`src/rtl/instruction_fetch_axi_pkg.sv`:
```
// Shared definitions for the instruction fetch AXI read master.
//   fetch_state_e : FSM encoding (IDLE, AR, DATA, DONE)
//   BURST_INCR    : AXI ARBURST encoding for incrementing bursts
//   RESP_OKAY     : AXI RRESP encoding for a good beat
//   axi_size()    : ARSIZE value for a given data bus width in bits
package instruction_fetch_axi_pkg;

  typedef enum logic [1:0] {
    ST_IDLE = 2'd0,
    ST_AR   = 2'd1,
    ST_DATA = 2'd2,
    ST_DONE = 2'd3
  } fetch_state_e;

  localparam logic [1:0] BURST_INCR = 2'b01;
  localparam logic [1:0] RESP_OKAY  = 2'b00;

  // ARSIZE is log2 of the bytes per beat.
  function automatic logic [2:0] axi_size(input int data_width);
    return 3'($clog2(data_width / 8));
  endfunction

endpackage

```
`src/rtl/instruction_fetch_axi_if.sv`:
```
// AXI4 read-only bus (AR + R channels) between the fetch master and DRAM.
//   master : drives AR fields/arvalid and rready
//   slave  : drives arready and the R channel
interface instruction_fetch_axi_if #(
  parameter int ADDR_W = 32,
  parameter int DATA_W = 64
);
  logic [ADDR_W-1:0] araddr;
  logic [7:0]        arlen;
  logic [2:0]        arsize;
  logic [1:0]        arburst;
  logic              arvalid;
  logic              arready;
  logic [DATA_W-1:0] rdata;
  logic [1:0]        rresp;
  logic              rlast;
  logic              rvalid;
  logic              rready;

  modport master (
    output araddr, arlen, arsize, arburst, arvalid, rready,
    input  arready, rdata, rresp, rlast, rvalid
  );

  modport slave (
    input  araddr, arlen, arsize, arburst, arvalid, rready,
    output arready, rdata, rresp, rlast, rvalid
  );
endinterface

```
`src/rtl/instruction_fetch_axi.sv`:
```
// AXI4 read master that fills the instruction memory double buffer.
// Each imem_wr_start pulse fetches the next block of the program (up to
// cfg_block_beats beats) as one or more INCR bursts of at most MAX_BURST
// beats, streams every beat on imem_wr_data/imem_wr_data_valid, and closes
// the block with a one-cycle imem_wr_done. Once the program is exhausted,
// blocks are empty but still complete with a done pulse.
// Ports:
//   clk, reset          : clock, synchronous active-low reset
//   cfg_load            : latch cfg_base_addr/cfg_total_beats, clear rd_err
//   cfg_block_beats     : beats per block (sampled at each start)
//   imem_wr_start       : request next block (only honoured when idle)
//   imem_wr_done        : block complete pulse
//   imem_wr_data(_valid): registered beat stream, one cycle after R handshake
//   busy                : FSM not idle
//   rd_err              : sticky bad rresp / rlast mismatch since cfg_load
//   m_axi               : AXI4 AR/R master
module instruction_fetch_axi
  import instruction_fetch_axi_pkg::*;
#(
  parameter int NUM_INST_IN     = 2,
  parameter int INST_DATA_WIDTH = 32,
  parameter int AXI_DATA_WIDTH  = NUM_INST_IN * INST_DATA_WIDTH,
  parameter int AXI_ADDR_WIDTH  = 32,
  parameter int BLOCK_BEATS_W   = 10,
  parameter int MAX_BURST       = 16
) (
  input  logic                      clk,
  input  logic                      reset,
  input  logic                      cfg_load,
  input  logic [AXI_ADDR_WIDTH-1:0] cfg_base_addr,
  input  logic [BLOCK_BEATS_W-1:0]  cfg_total_beats,
  input  logic [BLOCK_BEATS_W-1:0]  cfg_block_beats,
  input  logic                      imem_wr_start,
  output logic                      imem_wr_done,
  output logic                      imem_wr_data_valid,
  output logic [AXI_DATA_WIDTH-1:0] imem_wr_data,
  output logic                      busy,
  output logic                      rd_err,
  instruction_fetch_axi_if.master   m_axi
);

  localparam int BEAT_BYTES = AXI_DATA_WIDTH / 8;
  localparam int BURST_W    = $clog2(MAX_BURST) + 1;
  localparam logic [BLOCK_BEATS_W-1:0] MAX_BURST_B = BLOCK_BEATS_W'(MAX_BURST);

  fetch_state_e              state_q, state_d;
  logic [AXI_ADDR_WIDTH-1:0] ptr_q, ptr_d;
  logic [BLOCK_BEATS_W-1:0]  prog_left_q, prog_left_d;
  logic [BLOCK_BEATS_W-1:0]  blk_left_q, blk_left_d;
  logic [BURST_W-1:0]        burst_left_q, burst_left_d;
  logic [AXI_ADDR_WIDTH-1:0] araddr_q, araddr_d;
  logic [7:0]                arlen_q, arlen_d;
  logic [2:0]                arsize_q, arsize_d;
  logic [1:0]                arburst_q, arburst_d;
  logic                      arvalid_q, arvalid_d;
  logic                      rready_q, rready_d;
  logic                      wr_valid_q, wr_valid_d;
  logic [AXI_DATA_WIDTH-1:0] wr_data_q, wr_data_d;
  logic                      wr_done_q, wr_done_d;
  logic                      rd_err_q, rd_err_d;

  // Scratch values for the block and burst sizing.
  logic [BLOCK_BEATS_W-1:0]  prog_avail;
  logic [BLOCK_BEATS_W-1:0]  blk_start;
  logic [BLOCK_BEATS_W-1:0]  burst_beats;
  logic                      last_of_burst;

  always_comb begin
    state_d      = state_q;
    ptr_d        = ptr_q;
    prog_left_d  = prog_left_q;
    blk_left_d   = blk_left_q;
    burst_left_d = burst_left_q;
    araddr_d     = araddr_q;
    arlen_d      = arlen_q;
    arsize_d     = arsize_q;
    arburst_d    = arburst_q;
    arvalid_d    = arvalid_q;
    rready_d     = rready_q;
    wr_valid_d   = 1'b0;
    wr_data_d    = wr_data_q;
    wr_done_d    = 1'b0;
    rd_err_d     = rd_err_q;

    // A start in the same cycle as a load sizes its block from the newly
    // loaded program length, so neither request is lost.
    prog_avail    = cfg_load ? cfg_total_beats : prog_left_q;
    blk_start     = (cfg_block_beats < prog_avail) ? cfg_block_beats : prog_avail;
    burst_beats   = (blk_left_q > MAX_BURST_B) ? MAX_BURST_B : blk_left_q;
    last_of_burst = (burst_left_q == BURST_W'(1));

    case (state_q)
      ST_IDLE: begin
        if (cfg_load) begin
          ptr_d       = cfg_base_addr;
          prog_left_d = cfg_total_beats;
          rd_err_d    = 1'b0;
        end
        if (imem_wr_start) begin
          blk_left_d = blk_start;
          state_d    = (blk_start == '0) ? ST_DONE : ST_AR;
        end
      end

      ST_AR: begin
        // First AR cycle loads the request; it then holds until accepted.
        if (!arvalid_q) begin
          arvalid_d = 1'b1;
          araddr_d  = ptr_q;
          arlen_d   = 8'(burst_beats - 1'b1);
          arsize_d  = axi_size(AXI_DATA_WIDTH);
          arburst_d = BURST_INCR;
        end else if (m_axi.arready) begin
          arvalid_d    = 1'b0;
          ptr_d        = ptr_q + AXI_ADDR_WIDTH'((32'(arlen_q) + 32'd1) * 32'(BEAT_BYTES));
          burst_left_d = BURST_W'({1'b0, arlen_q} + 9'd1);
          rready_d     = 1'b1;
          state_d      = ST_DATA;
        end
      end

      ST_DATA: begin
        if (rready_q && m_axi.rvalid) begin
          wr_valid_d   = 1'b1;
          wr_data_d    = m_axi.rdata;
          burst_left_d = burst_left_q - 1'b1;
          blk_left_d   = blk_left_q - 1'b1;
          prog_left_d  = prog_left_q - 1'b1;
          // Beat counting is ours; rlast is only cross-checked.
          if (m_axi.rresp != RESP_OKAY || m_axi.rlast != last_of_burst)
            rd_err_d = 1'b1;
          if (last_of_burst) begin
            rready_d = 1'b0;
            state_d  = (blk_left_q == BLOCK_BEATS_W'(1)) ? ST_DONE : ST_AR;
          end
        end
      end

      ST_DONE: begin
        // Registered, so done lands one cycle after the last data beat.
        wr_done_d = 1'b1;
        state_d   = ST_IDLE;
      end

      default: state_d = ST_IDLE;
    endcase
  end

  always_ff @(posedge clk) begin
    if (!reset) begin
      state_q      <= ST_IDLE;
      ptr_q        <= '0;
      prog_left_q  <= '0;
      blk_left_q   <= '0;
      burst_left_q <= '0;
      araddr_q     <= '0;
      arlen_q      <= '0;
      arsize_q     <= '0;
      arburst_q    <= '0;
      arvalid_q    <= 1'b0;
      rready_q     <= 1'b0;
      wr_valid_q   <= 1'b0;
      wr_data_q    <= '0;
      wr_done_q    <= 1'b0;
      rd_err_q     <= 1'b0;
    end else begin
      state_q      <= state_d;
      ptr_q        <= ptr_d;
      prog_left_q  <= prog_left_d;
      blk_left_q   <= blk_left_d;
      burst_left_q <= burst_left_d;
      araddr_q     <= araddr_d;
      arlen_q      <= arlen_d;
      arsize_q     <= arsize_d;
      arburst_q    <= arburst_d;
      arvalid_q    <= arvalid_d;
      rready_q     <= rready_d;
      wr_valid_q   <= wr_valid_d;
      wr_data_q    <= wr_data_d;
      wr_done_q    <= wr_done_d;
      rd_err_q     <= rd_err_d;
    end
  end

  assign m_axi.araddr       = araddr_q;
  assign m_axi.arlen        = arlen_q;
  assign m_axi.arsize       = arsize_q;
  assign m_axi.arburst      = arburst_q;
  assign m_axi.arvalid      = arvalid_q;
  assign m_axi.rready       = rready_q;
  assign imem_wr_data_valid = wr_valid_q;
  assign imem_wr_data       = wr_data_q;
  assign imem_wr_done       = wr_done_q;
  assign rd_err             = rd_err_q;
  assign busy               = (state_q != ST_IDLE);

endmodule

```
`src/flat_wrapper.sv`:
```
// flat-port wrapper written by rule: the top's interface ports become plain ports
module instruction_fetch_axi_flat import instruction_fetch_axi_pkg::*;
#(
  parameter int NUM_INST_IN     = 2,
  parameter int INST_DATA_WIDTH = 32,
  parameter int AXI_DATA_WIDTH  = NUM_INST_IN * INST_DATA_WIDTH,
  parameter int AXI_ADDR_WIDTH  = 32,
  parameter int BLOCK_BEATS_W   = 10,
  parameter int MAX_BURST       = 16
)
  (clk, reset, cfg_load, cfg_base_addr, cfg_total_beats, cfg_block_beats, imem_wr_start, imem_wr_done, imem_wr_data_valid, imem_wr_data, busy, rd_err, m_axi_araddr, m_axi_arlen, m_axi_arsize, m_axi_arburst, m_axi_arvalid, m_axi_rready, m_axi_arready, m_axi_rdata, m_axi_rresp, m_axi_rlast, m_axi_rvalid);
  instruction_fetch_axi_if #(.ADDR_W((32)), .DATA_W((64))) m_axi_i ();
  input  logic clk;
  input  logic reset;
  input  logic cfg_load;
  input  logic [AXI_ADDR_WIDTH-1:0] cfg_base_addr;
  input  logic [BLOCK_BEATS_W-1:0] cfg_total_beats;
  input  logic [BLOCK_BEATS_W-1:0] cfg_block_beats;
  input  logic imem_wr_start;
  output logic imem_wr_done;
  output logic imem_wr_data_valid;
  output logic [AXI_DATA_WIDTH-1:0] imem_wr_data;
  output logic busy;
  output logic rd_err;
  output wire logic [$bits(m_axi_i.araddr)-1:0] m_axi_araddr;
  output wire logic [$bits(m_axi_i.arlen)-1:0] m_axi_arlen;
  output wire logic [$bits(m_axi_i.arsize)-1:0] m_axi_arsize;
  output wire logic [$bits(m_axi_i.arburst)-1:0] m_axi_arburst;
  output wire logic [$bits(m_axi_i.arvalid)-1:0] m_axi_arvalid;
  output wire logic [$bits(m_axi_i.rready)-1:0] m_axi_rready;
  input wire logic [$bits(m_axi_i.arready)-1:0] m_axi_arready;
  input wire logic [$bits(m_axi_i.rdata)-1:0] m_axi_rdata;
  input wire logic [$bits(m_axi_i.rresp)-1:0] m_axi_rresp;
  input wire logic [$bits(m_axi_i.rlast)-1:0] m_axi_rlast;
  input wire logic [$bits(m_axi_i.rvalid)-1:0] m_axi_rvalid;
  assign m_axi_araddr = m_axi_i.araddr;
  assign m_axi_arlen = m_axi_i.arlen;
  assign m_axi_arsize = m_axi_i.arsize;
  assign m_axi_arburst = m_axi_i.arburst;
  assign m_axi_arvalid = m_axi_i.arvalid;
  assign m_axi_rready = m_axi_i.rready;
  assign m_axi_i.arready = m_axi_arready;
  assign m_axi_i.rdata = m_axi_rdata;
  assign m_axi_i.rresp = m_axi_rresp;
  assign m_axi_i.rlast = m_axi_rlast;
  assign m_axi_i.rvalid = m_axi_rvalid;
  instruction_fetch_axi #(.NUM_INST_IN(NUM_INST_IN), .INST_DATA_WIDTH(INST_DATA_WIDTH), .AXI_DATA_WIDTH(AXI_DATA_WIDTH), .AXI_ADDR_WIDTH(AXI_ADDR_WIDTH), .BLOCK_BEATS_W(BLOCK_BEATS_W), .MAX_BURST(MAX_BURST)) u_core (.clk(clk), .reset(reset), .cfg_load(cfg_load), .cfg_base_addr(cfg_base_addr), .cfg_total_beats(cfg_total_beats), .cfg_block_beats(cfg_block_beats), .imem_wr_start(imem_wr_start), .imem_wr_done(imem_wr_done), .imem_wr_data_valid(imem_wr_data_valid), .imem_wr_data(imem_wr_data), .busy(busy), .rd_err(rd_err), .m_axi(m_axi_i));
endmodule
```
`config.mk`:
```
export PLATFORM = sky130hd
export DESIGN_NAME = instruction_fetch_axi_flat
export DESIGN_NICKNAME = d
export VERILOG_FILES = /design/src/rtl/instruction_fetch_axi_pkg.sv /design/src/rtl/instruction_fetch_axi_if.sv /design/src/rtl/instruction_fetch_axi.sv /design/src/flat_wrapper.sv
export SDC_FILE = /design/constraint.sdc
export NUM_CORES = 1
export LEC_CHECK = 0
export BUFFER_PORTS_ARGS = -buffer_cell sky130_fd_sc_hd__buf_2
export CAP_MARGIN = 20
export CORE_AREA = 2 2 181 139
export CTS_CLUSTER_SIZE = 40
export DETAILED_ROUTE_END_ITERATION = 12
export DIE_AREA = 0 0 183 141
export SYNTH_ARGS = -nofsm -noshare
export SYNTH_HDL_FRONTEND = slang
export SYNTH_SLANG_ARGS = --single-unit
```
`constraint.sdc`:
```
create_clock -name clk -period 5.9 [get_ports clk]
set_input_delay 0.295 -clock clk [delete_from_list [all_inputs] [get_ports clk]]
set_output_delay 0.295 -clock clk [all_outputs]
set_load 0.05 [all_outputs]
```
[Word level (Yosys, flattened, before mapping)]
Index checks and enable logic that the tools add are counted.
Widths: inputs -> output; s select.
Operators by class
  add/sub/neg operators: 7
  $lt $le $gt $ge: 2
  eq/ne operators: 13
  multiplexer cells: 37
  bitwise operators: 1
  reductions and logical operators: 19
Operators by type and width (count)
  $mux 32: 3
  $pmux 32 s2: 1
  $mux 10: 5
  $pmux 10 s2: 2
  $add 32x32->32: 1
  $sub 10x1->10 const B: 2
  $mux 5: 3
  $mux 2: 7
  $reduce_and 4->1: 3
  $mux 1: 11
  $eq 10x1->1 const B: 1
  $gt 10x5->1 const B: 1
  $logic_not 10->1: 1
  $lt 10x10->1: 1
  $pmux 5 s2: 1
  $reduce_and 5->1: 2
  $reduce_bool 2->1: 5
  $add 8x1->9 const B: 1
  $mux 8: 1
  $ne 2x1->1 const B: 4
  $pmux 2 s4: 1
  $reduce_and 2->1: 4
  $sub 8x1->8 const B: 1
  $ne 2x2->1 const B: 3
  12 further kinds: 14
Storage, ports and cells
  flip-flop bits (word level): 170
  bits of input ports: 125
  output and inout bits: 115
  logic and storage cells: 94

[Depth between registers and ports, before layout]
Gate-level depths: netlist of the first run.
  depth after elaboration: 7
  gate-level depth with buffers: 13
  depth with buffers taken out: 12

[Worst setup path after synthesis of the first run]
No wires, ideal clock.
  path kind: reg-to-reg
  start point: reg u_core.arlen_q[0], in the netlist u_core.m_axi.arlen[0]
  end point: reg u_core.ptr_q[30]
  arrival: 2.990 ns
  required time: 5.826 ns
  path slack: 2.836 ns
  cell stages (with the launch flop): 12
  buffers on the path: 1
  path through: dfxtp_1 > ha_1 > nand3_1 > xnor2_1 > ha_1 > a21o_1 > o21bai_2 > o2111ai_2 > and2_4 > buf_6 > or4_1 > a31oi_1
Between the ends
  cells in the longest elaborated chain, start to end: 5
RTL lines
  start, declared: line instruction_fetch_axi.sv:52  | logic [7:0] arlen_q, arlen_d;
  start signal, assigned: line instruction_fetch_axi.sv:173  | arlen_q <= arlen_d;
  $add 8x1->9: line instruction_fetch_axi.sv:115  | ptr_d = ptr_q + AXI_ADDR_WIDTH'((32'(arlen_q) + 32'd1) * 32'(BEAT_BYTES));
  $add 32x32->32: line instruction_fetch_axi.sv:115
  $mux 32: line instruction_fetch_axi.sv:113  | end else if (m_axi.arready) begin
  $mux 32: line instruction_fetch_axi.sv:107  | if (!arvalid_q) begin
  $pmux 32 s2: line instruction_fetch_axi.sv:92  | case (state_q)
  end signal, assigned: line instruction_fetch_axi.sv:168  | ptr_q <= ptr_d;
  end, declared: line instruction_fetch_axi.sv:47  | logic [AXI_ADDR_WIDTH-1:0] ptr_q, ptr_d;
No other way between the ends. The select of a mux whose other input is x is not followed.
A chain may end at the register's enable or synchronous reset.

[Worst setup path after layout of the first run]
  start point: reg u_core.arlen_q[0], in the netlist u_core.m_axi.arlen[0]
  end point: reg u_core.ptr_q[23]
Same word-level chain as after synthesis.

==> out/results.txt, run 1 <==
Required time worst endpoint - 6.26 ns
Commonest non-fill, non-tap cell in the layout - nand2_1
Core Region - 24300 um2
Worst Hold Class - primary input to flip-flop
Top Layer Used - met5
Final hold viol count - 0
Max-cap violations - 0
Initial DRC count - 713
Chip width - 183 um
Arrival @ worst endpoint - 3.38 ns
Synthesized cell area - 8310 um2
Fillcell total - 2537
Initial Utilization - 34.2%
Final WL - 26.8 mm
CTS root buf - clkbuf_16
Peak supply drop - 0.202 mV
Final period utilization - 51.2%
Clock transition at path regs - 0.08 ns
Post-CTS setup buffers - 0
Worst-margin pin slew - 0.862 ns
Final Setup Violations - 0
Post-CTS Resized - 0
Leak pwr - 0.00429 uW
Endpoint type of the worst setup path - flip-flop
Chip Height - 141 um
ANT cells - 0
First-pass GRT wire length - 41.6 mm
Num CTS Buffers - 17
FF+latch count, synth - 169
EDFF count, synth - 0
Nets - 1442
Reg2Reg Depth - 9
Vias in the first global route - 7609
YS warnings - 0
Router iterations before antenna repair - 5
Clock latency on the worst-skew pair - 0.45 ns
Startpoint Class - flip-flop
IO Pins - 240
Worst clock skew - 0.0169 ns
DRC viols - 0
CTS tree - done
Vias - 8458
Synth-to-layout area growth - 23.1%
Avg Vias per Cell - 5.24
WL met2 - 11.8 mm
Critical path type - flip-flop to flip-flop
Share of cells above drive strength 1 - 23.4%
Outcome - finished, final reports clean
DR WL met3 - 1.77 mm
Final hold slack - 0.0759 ns
Clock Path Buffers - 2
Multi-input gate area - 4550 um2
Min Tclk post-route - 3.02 ns
RSZ-0062 raised after global routing - no
Largest net degree at the start of global routing - 71
H-tree lvl count - 4
Unique masters post-synth - 73
Avg Inst Size Synth - 7.57 um2
Initial antenna violation count - 2
Gr ovfl total - 0
Slew headroom - 41.8%
FP Rows - 50
Setup TNS - 0 ns
Ys flop type - dfxtp_1
Synth async-reset ratio - 0%
GP Congestion - 0.861
Maximum clock rate - 331 MHz
Die ar. - 25800 um2
P per Cell Area - 275 nW/um2
Hold path depth - 3
Commonest cells after routing, fill and taps aside - nand2_1 (292), buf_2 (237), dfxtp_1 (169), a21oi_1 (153), nor2_1 (70)
Reg-to-reg slack, setup - 2.88 ns
Final ANT Viol Nets - 0
Final slew viol count - 0
GRT Resource Usage Total - 20.4%
Met1 wire length - 12.9 mm
Post-DP HPWL - 18.7 mm
Hold_buf cts - 0
Register area - 3380 um2
Cells after Synth - 1098
Clock sinks - 169
Post-synthesis sequential area ratio - 40.7%
Buffers on Ports - 237
Drt wl/cell - 16.6 um
CP max FO - 10
[cells in the mapped netlist, types with 3 or more instances]
cell type	instances	area share, %
or4_1	3	0.27
o21a_1	3	0.27
nand2b_1	9	0.68
a22oi_1	3	0.27
dfxtp_1	169	41
ha_1	26	3.9
xor2_1	8	0.84
buf_2	8	0.48
o221a_2	3	0.41
o211ai_1	9	0.81
or3_1	3	0.23
and3_1	11	0.83
a31oi_1	14	1.1
o31ai_1	6	0.54
o21ai_0	33	2.0
nand4_1	10	0.75
nor2b_1	4	0.30
inv_1	20	0.90
clkbuf_1	60	2.7
mux2i_1	15	1.8
a311oi_1	7	0.74
xnor2_1	10	1.1
a21o_1	8	0.72
buf_1	3	0.14
a211oi_1	7	0.63
buf_4	4	0.36
a2111oi_0	3	0.32
o32ai_1	3	0.32
nand3_1	28	1.7
nor3_1	15	0.90
a32oi_1	6	0.63
o311ai_0	5	0.53
o221ai_1	3	0.32
o22ai_1	8	0.60
o31a_1	3	0.32
a21oi_1	154	9.3
nor4b_1	3	0.32
nor2_1	71	3.2
nand2_1	292	13
and2_1	6	0.45
nor4_1	6	0.45
[cells by family after synthesis]
| family | share of synthesized area, % |
|---|---|
| xor+xnor | 1.90 |
| other cells | 0.0451 |
| compound gates | 22.2 |
| buf+inv | 4.79 |
| mux | 1.81 |
| simple gates | 24.5 |
| flops | 40.7 |
| fa+ha+maj | 4.15 |
[power breakdown]
part           switching [uW]  internal, uW
Combinational             315           169
Clock                     501           580
Sequential               59.0          1190
[cell type report]
class,count,area share (%)
sequential,169,33.1
tap,312,3.82
clock buffer,17,4.16
timing repair buffer,249,12.5
inverter,20,0.758
clock inverter,15,1.25
multi-input combinational,833,44.5
[final timing paths]
path / end / startpoint
setup / recovery: u_core.ptr_q[23] / u_core.m_axi.arlen[0]
hold / removal: u_core.imem_wr_data[34] / m_axi_rdata[34]
hold reg to reg: u_core.imem_wr_data[16] / u_core.imem_wr_data[16]
setup reg to reg: u_core.ptr_q[23] / u_core.m_axi.arlen[0]
[worst max-delay path: stages, from the launching register on]
cell and delay, ns:
dfxtp_1 0.36, ha_1 0.35, inv_1 0.08, fa_1 0.41, and2b_1 0.24, o2111ai_1 0.20
a32oi_2 0.59, nand3_1 0.24, o31a_1 0.28, o31ai_1 0.17
[metrics by stage]
step | power, uW | setup WS (ns) | util [%] | instances | instance area, um2
2_1_floorplan | 1590 | 2.84 | - | 1099 | 8320
3_3_place_gp | 1740 | 3.05 | 39.8 | 1582 | 9670
3_5_place_dp | 1750 | 2.95 | 39.8 | 1582 | 9670
4_1_cts | 2840 | 2.92 | 42.1 | 1614 | 10200
5_1_grt | 2950 | 2.64 | 42.2 | 1615 | 10200
6_report | 2810 | 2.88 | 42.2 | 1615 | 10200
[metal layers]
layer	vias up	GRT usage, %
li1	4208	-
met1	3914	28.7
met2	304	30.9
met4	4	5.43
met3	28	5.09
met5	-	0
[registers in the layout (all words and copies together) (netlist names), 2 cells and up]
name / cells
u_core.ptr_q: 32
u_core.m_axi.araddr: 32
u_core.prog_left_q: 10
u_core.blk_left_q: 10
u_core.state_q: 2
u_core.burst_left_q: 5
u_core.m_axi.arlen: 8
u_core.imem_wr_data: 64
No activity file was read; power rests on OpenSTA's default activity.
==> run 2: changes to the inputs <==
==> constraint.sdc (replaced) <==
create_clock -name clk -period 2.7 [get_ports clk]
set_input_delay 0.135 -clock clk [delete_from_list [all_inputs] [get_ports clk]]
set_output_delay 0.135 -clock clk [all_outputs]
set_load 0.05 [all_outputs]
==> run 2 against run 1 <==
  * Sequential share of layout area fell by 3.5 points
  * Clock power is 130% higher
  * Worst hold slack lost 0.051 ns
  * Flip-flop and latch count stayed put
  * Global-route usage is 0.79 points higher
  * Worst setup slack worse by 2.8 ns
  * Cell area up 12%
  * Critical path depth is 4 higher
  * Fmax rose by 16%
  * Critical path type unchanged
==> out/results.txt, run 2 (synthesis gave the netlist of run 1 again) <==
Nets - 1555 (+7.8%)
Synth-to-layout area growth - 38.2%
Required time worst endpoint - 2.99 ns (-3.27 ns)
CTS tree - done
Crit path buffers/inverters - 1 (unchanged)
Place WS - -0.0337 ns (-2.98 ns)
Post-DP HPWL - 19.3 mm (+2.8%)
Largest net degree at the start of global routing - 88 (+24%)
Buffers on Ports - 237 (unchanged)
Final ANT Viol Nets - 0 (unchanged)
Clock sinks - 169 (unchanged)
Endpoint type of the worst setup path - flip-flop
R2R Path End - u_core.ptr_q[29]
Hold_sp - cfg_block_beats[2]
Reg2Reg Depth - 13 (+4)
Multi-input gate area - 4700 um2 (+3.3%)
Max-cap violations - 0 (unchanged)
Max reg flops - 64 (unchanged)
Avg Vias per Cell - 5.23 (about the same)
Final Worst Setup Slack - 0.0942 ns (-2.79 ns)
Commonest non-fill, non-tap cell in the layout - nand2_1
Maximum clock rate - 384 MHz (+16%)
Initial Utilization - 34.2% (unchanged)
Register area - 3400 um2 (+0.44%)
Router iterations before antenna repair - 5 (unchanged)
Final Power - 6450 uW (+130%)
Crit path cell chain - nand3_1, nor2_2, nand2_1, nor2_1, xor2_1, ha_4, o21a_1, o21ai_1, a32oi_4, buf_6, nand4_1, mux2i_1, o22ai_1
Final WL - 28.3 mm (+5.7%)
Setup crit start - u_core.m_axi.arlen[3]
DRC viols - 0 (unchanged)
P per Cell Area - 561 nW/um2 (+100%)
Fillcell total - 2412 (-4.9%)
Leak pwr - 0.00481 uW (+12%)
Hold path depth - 3 (unchanged)
CP max stage delay - 0.40 ns (-0.19 ns)
Slew headroom - 32.1% (-9.7 points)
Die ar. - 25800 um2 (unchanged)
Num CTS Buffers - 17 (unchanged)
Vias - 9050 (+7.0%)
CP max FO - 6 (-4)
CTS root buf - clkbuf_16
RR Startpoint - u_core.m_axi.arlen[3]
Share of cells above drive strength 1 - 25.7% (+2.3 points)
Chip Height - 141 um (unchanged)
Clock transition at path regs - 0.08 ns (about the same)
Core Region - 24300 um2 (unchanged)
Reg-to-reg slack, setup - 0.09 ns (-2.79 ns)
Arrival @ worst endpoint - 2.89 ns (-0.49 ns)
Placed cells - 1609 (+1.7%)
CP Depth - 13 (+4)
IO Pins - 240 (unchanged)
Clock Path Buffers - 2 (unchanged)
Drt wl/cell - 16.4 um (-1.3%)
Outcome - finished, final reports clean
Initial DRC count - 721 (+1.1%)
Gr ovfl total - 0 (unchanged)
H-tree lvl count - 4 (unchanged)
Final slew viol count - 0 (unchanged)
Worst Hold Class - primary input to flip-flop
CP max stage cell - dfxtp_2
Vias in the first global route - 8335 (+9.5%)
Chip width - 183 um (unchanged)
FP Rows - 50 (unchanged)
Delay-heaviest family, CP - compound AO/OA/AOI/OAI gates
Commonest cells after routing, fill and taps aside - nand2_1 (292), buf_2 (237), dfxtp_1 (163), a21oi_1 (151), dlygate4sd3_1 (78)
Final period utilization - 96.5% (+45 points)
Worst-margin pin slew - 1.02 ns (+0.157 ns)
GRT Resource Usage Total - 21.1% (+0.79 points)
Peak supply drop - 0.405 mV (+100%)
GP Congestion - 0.879 (+2.1%)
Startpoint Class - flip-flop
RSZ-0062 raised after global routing - yes
Hold Path Sink - u_core.blk_left_q[2]
Critical path type - flip-flop to flip-flop
Initial antenna violation count - 1 (-1)
Setup TNS - 0 ns (unchanged)
Final Setup Violations - 0 (unchanged)
First-pass GRT wire length - 43.6 mm (+4.8%)
Finished Layout Cells - 1729 (+7.1%)
Final hold viol count - 0 (unchanged)
Worst clock skew - 0.0127 ns (-0.00413 ns)
Min Tclk post-route - 2.61 ns (-0.413 ns)
Clock latency on the worst-skew pair - 0.44 ns (about the same)
==> run 2: changes by cell type in the layout (fill, tap and decap cells not counted), sizes merged <==
| cell | delta |
|---|---|
| buf | +34 |
| clkbuf | +2 |
| dlygate4sd3 | +78 |
| diode | +1 |
| clkinv | -2 |
| clkinvlp | -1 |
| bufinv | +1 |
| a21oi | +1 |
==> run 2: area by class of cell <==
class	count	share of cell area, %
flip-flops and latches	169	29.6
multi-input cells	834	40.9
clock inverters	13	1.25
clock buffers	19	3.85
well taps	312	3.40
diodes	1	0.0218
repair buffers	361	20.3
inverters	20	0.675
==> run 2: worst max-delay path by stage <==
stage,to,slack (ns)
floorplan,u_core.ptr_q[23],0.01
global placement,u_core.ptr_q[26],0.04
detailed placement,u_core.ptr_q[26],-0.03
CTS,u_core.ptr_q[26],-0.01
global route,u_core.ptr_q[23],-0.05
finish,u_core.ptr_q[29],0.09
==> run 2: timing repair <==
item,4_1_cts,5_1_grt
setup endpoints to repair,3,22
hold buffers,78,0
setup buffers,0,8
endpoints found under the hold margin,78,0
pin swaps,1,13
gates cloned,0,1
resized for setup,3,30
==> run 2: layer usage <==
metal	up-vias	wire, um	track usage (%)
li1	4443	-	-
met1	4228	12900	28.4
met2	345	12700	33.8
met3	34	2210	5.04
met4	0	500	6.27
met5	-	0	0
==> run 2: worst reg2reg max path: cells and delay by family (launching register included) <==
family          cells  cell delay [ns]
fa+ha+maj           1             0.19
xor+xnor            1             0.28
buf+inv             1             0.17
compound gates      4             0.64
mux                 1             0.19
simple gates        5             0.59
flops               1             0.40
==> run 2: through the flow <==
stage,cell area (um2),util (%),hold slack (ns)
2_1_floorplan,8340,-,0.271
3_3_place_gp,9910,40.8,0.375
3_5_place_dp,9910,40.8,0.380
4_1_cts,11300,46.5,0.0000700
5_1_grt,11500,47.3,0.0105
6_report,11500,47.3,0.0250
==> run 2: where the power goes <==
group | internal [uW] | switching (uW)
Clock | 1400 | 1090
Combinational | 504 | 730
Sequential | 2600 | 135
Total | 4500 | 1950
